**src/rtl/seq_shifter_pkg.sv**
```systemverilog
// Shared constants for the multi-cycle shift/rotate unit: operation codes and FSM state encoding.
package seq_shifter_pkg;

   localparam logic [1:0] MODE_ASR = 2'b00;
   localparam logic [1:0] MODE_LSR = 2'b01;
   localparam logic [1:0] MODE_LSL = 2'b10;
   localparam logic [1:0] MODE_ROL = 2'b11;

   typedef enum logic [1:0] {
      ST_IDLE  = 2'b00,
      ST_SHIFT = 2'b01,
      ST_DONE  = 2'b10
   } state_t;

endpackage

```
**src/rtl/seq_shifter_if.sv**
```systemverilog
// Request/result bundle between the operand registers (master) and the shifter (slave).
interface seq_shifter_if #(
   parameter int WIDTH = 17,
   parameter int AMT_W = 5
);
   logic             start;
   logic [WIDTH-1:0] in;
   logic [AMT_W-1:0] amt;
   logic [1:0]       mode;
   logic             busy;
   logic             done;
   logic [WIDTH-1:0] out;
   logic             carry;
   logic             zero;

   modport master (
      output start, in, amt, mode,
      input  busy, done, out, carry, zero
   );

   modport slave (
      input  start, in, amt, mode,
      output busy, done, out, carry, zero
   );
endinterface

```
**src/rtl/seq_shifter_shift_step.sv**
```systemverilog
// One 1-bit shift/rotate step, built as a per-bit and/or mux like the old combinational shifter.
module shift_step
   import seq_shifter_pkg::*;
#(
   parameter int WIDTH = 17
) (
   input  logic [WIDTH-1:0] data,
   input  logic [1:0]       mode,
   output logic [WIDTH-1:0] stepped,
   output logic             shifted_out
);

   logic sel_left;
   logic msb_fill;
   logic lsb_fill;

   assign sel_left = (mode == MODE_LSL) | (mode == MODE_ROL);
   assign msb_fill = (mode == MODE_ASR) & data[WIDTH-1];
   assign lsb_fill = (mode == MODE_ROL) & data[WIDTH-1];

   assign stepped[0]       = (sel_left & lsb_fill)         | (~sel_left & data[1]);
   assign stepped[WIDTH-1] = (sel_left & data[WIDTH-2])    | (~sel_left & msb_fill);

   for (genvar i = 1; i < WIDTH - 1; i++) begin : g_mid
      assign stepped[i] = (sel_left & data[i-1]) | (~sel_left & data[i+1]);
   end

   assign shifted_out = (sel_left & data[WIDTH-1]) | (~sel_left & data[0]);

endmodule

```
**src/rtl/seq_shifter.sv**
```systemverilog
// Multi-cycle shift/rotate unit: one bit per clock under a start/busy/done handshake.
// state    | meaning
// ST_IDLE  | waiting for a request
// ST_SHIFT | one 1-bit step per cycle, counter counting down
// ST_DONE  | result and flags presented for one cycle; start here is accepted back-to-back
module seq_shifter
   import seq_shifter_pkg::*;
#(
   parameter int WIDTH = 17,
   parameter int AMT_W = 5
) (
   input  logic           clk,
   input  logic           rst,
   seq_shifter_if.slave   bus
);

   state_t           state;
   logic [WIDTH-1:0] work;
   logic [AMT_W-1:0] cnt;
   logic [1:0]       mode_q;
   logic             carry_q;
   logic             zero_q;
   logic             done_q;

   logic [WIDTH-1:0] step_data;
   logic             step_bit;

   shift_step #(.WIDTH(WIDTH)) u_step (
      .data        (work),
      .mode        (mode_q),
      .stepped     (step_data),
      .shifted_out (step_bit)
   );

   always_ff @(posedge clk or posedge rst) begin
      if (rst) begin
         state   <= ST_IDLE;
         work    <= '0;
         cnt     <= '0;
         mode_q  <= MODE_ASR;
         carry_q <= 1'b0;
         zero_q  <= 1'b0;
         done_q  <= 1'b0;
      end else begin
         done_q <= 1'b0;
         case (state)
            ST_IDLE, ST_DONE: begin
               if (bus.start) begin
                  work    <= bus.in;
                  cnt     <= bus.amt;
                  mode_q  <= bus.mode;
                  carry_q <= 1'b0;
                  if (bus.amt == '0) begin
                     state  <= ST_DONE;
                     done_q <= 1'b1;
                     zero_q <= (bus.in == '0);
                  end else begin
                     state <= ST_SHIFT;
                  end
               end else begin
                  state <= ST_IDLE;
               end
            end
            ST_SHIFT: begin
               work    <= step_data;
               carry_q <= step_bit;
               cnt     <= cnt - AMT_W'(1);
               // Terminal count: this step is the last, so flags are computed from the stepped word.
               if (cnt == AMT_W'(1)) begin
                  state  <= ST_DONE;
                  done_q <= 1'b1;
                  zero_q <= (step_data == '0);
               end
            end
            default: state <= ST_IDLE;
         endcase
      end
   end

   assign bus.busy  = (state == ST_SHIFT);
   assign bus.done  = done_q;
   assign bus.out   = work;
   assign bus.carry = carry_q;
   assign bus.zero  = zero_q;

endmodule
```
**src/flat_wrapper.sv**
```systemverilog
// flat-port wrapper written by rule: the top's interface ports become plain ports
module seq_shifter_flat import seq_shifter_pkg::*;
#(
   parameter int WIDTH = 17,
   parameter int AMT_W = 5
)
  (clk, rst, bus_start, bus_in, bus_amt, bus_mode, bus_busy, bus_done, bus_out, bus_carry, bus_zero);
  seq_shifter_if #(.WIDTH(WIDTH), .AMT_W(AMT_W)) bus_i ();
  input  logic clk;
  input  logic rst;
  input wire logic [$bits(bus_i.start)-1:0] bus_start;
  input wire logic [$bits(bus_i.in)-1:0] bus_in;
  input wire logic [$bits(bus_i.amt)-1:0] bus_amt;
  input wire logic [$bits(bus_i.mode)-1:0] bus_mode;
  output wire logic [$bits(bus_i.busy)-1:0] bus_busy;
  output wire logic [$bits(bus_i.done)-1:0] bus_done;
  output wire logic [$bits(bus_i.out)-1:0] bus_out;
  output wire logic [$bits(bus_i.carry)-1:0] bus_carry;
  output wire logic [$bits(bus_i.zero)-1:0] bus_zero;
  assign bus_i.start = bus_start;
  assign bus_i.in = bus_in;
  assign bus_i.amt = bus_amt;
  assign bus_i.mode = bus_mode;
  assign bus_busy = bus_i.busy;
  assign bus_done = bus_i.done;
  assign bus_out = bus_i.out;
  assign bus_carry = bus_i.carry;
  assign bus_zero = bus_i.zero;
  seq_shifter #(.WIDTH(WIDTH), .AMT_W(AMT_W)) u_core (.clk(clk), .rst(rst), .bus(bus_i));
endmodule
```
**config.mk**
```make
export PLATFORM = sky130hd
export DESIGN_NAME = seq_shifter_flat
export DESIGN_NICKNAME = d
export VERILOG_FILES = /design/src/rtl/seq_shifter_pkg.sv /design/src/rtl/seq_shifter_if.sv /design/src/rtl/seq_shifter_shift_step.sv /design/src/rtl/seq_shifter.sv /design/src/flat_wrapper.sv
export SDC_FILE = /design/constraint.sdc
export NUM_CORES = 1
export LEC_CHECK = 0
export BUFFER_PORTS_ARGS = -buffer_cell sky130_fd_sc_hd__buf_2
export CORE_UTILIZATION = 53
export CTS_BUF_LIST = sky130_fd_sc_hd__clkbuf_4 sky130_fd_sc_hd__clkbuf_8
export CTS_CLUSTER_DIAMETER = 100
export DETAILED_ROUTE_END_ITERATION = 12
export GPL_ROUTABILITY_DRIVEN = 0
export PLACE_DENSITY = 0.78
export SYNTH_ARGS = -nofsm -noshare
export SYNTH_HDL_FRONTEND = slang
export SYNTH_SLANG_ARGS = --single-unit
export TNS_END_PERCENT = 50
```
**constraint.sdc**
```tcl
create_clock -name clk -period 1.9 [get_ports clk]
set_input_delay 0 -clock clk [delete_from_list [all_inputs] [get_ports clk]]
set_output_delay 0 -clock clk [all_outputs]
set_load 0.005 [all_outputs]
```
==> key figures <==
Setup path
  • CP Class: register to register
  • Data arrival, critical path: 1.96 ns
  • Worst endpoint required time: 2.17 ns
  • CP peak stage delay: 0.57 ns
  • Slowest cell on the critical path: or4_4
  • Crit end category: register
  • CP Launch Type: register
  • Worst-path cell chain: or4_4 > a2111oi_4 > nand4_1 > a31oi_1
  • Maximum fanout along the worst path: 5
  • Worst R2R Setup Slack: 0.21 ns

Logic synthesis
  • Top post-synthesis cells by area: dfrtp_1 (43%), nand2_1 (9.9%), a211oi_1 (7.2%)
  • Yosys cell types: 37
  • Cells after Synth: 194
  • Syn avg cell area: 8.64 um^2
  • Ys Warns: 0
  • Syn_nets: 223
  • Sequential fraction of the synthesis area: 0.433
  • Top-area cell type share of the netlist area: 0.433
  • Top-count cell post-synth: nand2_1
  • Post-synth EDFFs: 0
  • Yosys reg bits: 29
  • Ys async rst share: 1.00
  • Most frequent cells after synthesis: nand2_1 (44), dfrtp_1 (29), a31oi_1 (17), a211oi_1 (16), nor2b_1 (14)
  • Synthesized area: 1680 um^2
  • Primary FF master, synth: dfrtp_1
  • Top cell type by total area after synthesis: dfrtp_1

Finish
  • Final cell count without fillers: 313
  • Area grow syn2layout: 36.6%
  • # nets final: 297
  • Post-Layout Inst Area: 2290 um^2
  • Layout cell share with drive strength beyond 1: 0.264
  • Ant. Diodes: 0
  • Fillcell total: 229
  • Core Util, Final: 0.756

Placed design
  • Placed insts: 281
  • PortBufs: 47
  • Hpwl dp: 3.07 mm
  • Placed cell area: 1980 um^2

Drt
  • Drt drc: 0
  • Drt via density: 5.73
  • ANT nets after route: 0
  • Wire length per cell: 15.1 um
  • Routed wire length: 4.71 mm
  • Vias after detailed routing: 1,794
  • Initial DRC count: 139
  • First-pass DRT Iterations: 5

Die
  • CORE AREA: 3030 um^2
  • # rows: 20
  • Die width: 58.2 um
  • Die Span Y: 58.2 um
  • Initial Utilization: 0.553
  • Ports: 48
  • DIE AREA: 3390 um^2

Clock network
  • H-tree levels: 2
  • CTS tree: built
  • Total CTS buffers: 5
  • Clock root buffer: clkbuf_4
  • Clock transition at path regs: 0.10 ns
  • Clock Latency Late Sink: 0.33 ns
  • Clk sinks: 29
  • CTS Buffer Depth: 2

Pwr
  • Power, Total: 0.00352 W
  • LEAKAGE: 1.03 nW
  • Maximum vdd drop: 916 uV
  • Power Density: 1540 nW/um^2

Timing
  • Final Max Slew Viols: 0
  • Worst Max-Slew Pin Slew: 0.374 ns
  • Fin crit share: 0.891
  • Clk_skew: 0.0158 ns
  • Hold Vio Cnt, Final: 0
  • RSZ-0062 raised after global routing: false
  • Final min period: 1.69 ns
  • Slew Limit Headroom: 0.749
  • Fmax: 0.591 GHz
  • Setup TNS: 0 ns
  • Setup-failing EPs final: 0

GRT
  • Initial antenna violation count: 0
  • Global-route wire length before repair: 7.69 mm
  • All-Layer GR Usage: 0.306
  • Grt ovf: 0
  • Largest net degree at the start of global routing: 30
  • Vias in the first global route: 1,692

Min path
  • Worst min-delay path category: input pin to register

Outcome
  • Run status: complete, no violations

Job
  • Max_cap viols: 0
==> per-layer routing <==
layer	share of wire	GRT usage	vias up
li1	-	-	846
met2	0.47	0.493	89
met5	0	0	-
met1	0.43	0.402	841
met4	0.026	0.146	0
met3	0.067	0.0513	18
==> final timing paths <==
check / cells past startpoint / from / to
max: 4 / u_core.bus.out[11] / u_core.bus.zero
min: 4 / bus_in[3] / u_core.bus.zero
max reg2reg: 4 / u_core.bus.out[11] / u_core.bus.zero
min reg2reg: 2 / u_core.bus.carry / u_core.bus.carry
max in group asynchronous: 4 / rst / u_core.bus.out[8]
min in group asynchronous: 4 / rst / u_core.bus.carry
==> power breakdown <==
part           switching (W)  total [W]  internal [W]
Sequential          0.000350    0.00128      0.000928
Combinational       0.000962    0.00180      0.000839
Clock               0.000225   0.000439      0.000214
==> area by class of cell <==
class                   instances  area [um^2]  share of cell area
inverters                       5         18.8             0.00820
flip-flops and latches         29          726               0.317
clock inverters                 1         5.00             0.00219
well taps                      44         55.1              0.0241
repair buffers                 81          551               0.241
clock buffers                   7         65.1              0.0284
multi-input cells             146          868               0.379
==> state kept, by name, summed over array words and instances, names as in the netlist <==
name / flops
u_core.bus.out: 17
u_core.cnt: 5
u_core.mode_q: 2
u_core.state: 2
u_core.bus.carry: 1
u_core.bus.done: 1
u_core.bus.zero: 1
==> worst max-delay path: cells and delay by family (launching register included) <==
kind	cells	cell delay, ns
AOI/OAI and AO/OA	2	0.50
and+or+nand+nor	2	0.70
DFF	1	0.43
==> metrics by stage <==
step	worst slack (ns)	hold slack, ns
after global routing	0.143	0.0243
after CTS	0.203	0.00724
after detailed placement	0.208	0.0851
after global placement	0.254	0.0865
after floorplan	0.297	0.0781
final	0.207	0.0117
==> cell families after synthesis <==
| logic type | after synthesis | share of synthesized area |
|---|---|---|
| simple gates | 91 | 0.275 |
| compound gates | 51 | 0.217 |
| flops | 29 | 0.433 |
| buf+inv | 19 | 0.0485 |
| fa+ha+maj | 2 | 0.0149 |
| xor+xnor | 1 | 0.00523 |
| mux | 1 | 0.00597 |
==> cells in the final DEF, fill, tap and decap left out, types with 5 or more instances in the layout <==
cell / instances
a211oi_1: 16
a31oi_1: 17
buf_2: 47
buf_4: 10
clkbuf_4: 5
dfrtp_1: 29
dlygate4sd3_1: 24
nand2_1: 44
nor2_1: 7
nor2b_1: 14
==> repair_timing <==
action,in CTS,in global routing
hold buffers,24,0
gates resized for setup,0,0
buffers inserted,0,0
endpoints found under the hold margin,55,0
Power figures use the tool's default switching activity.
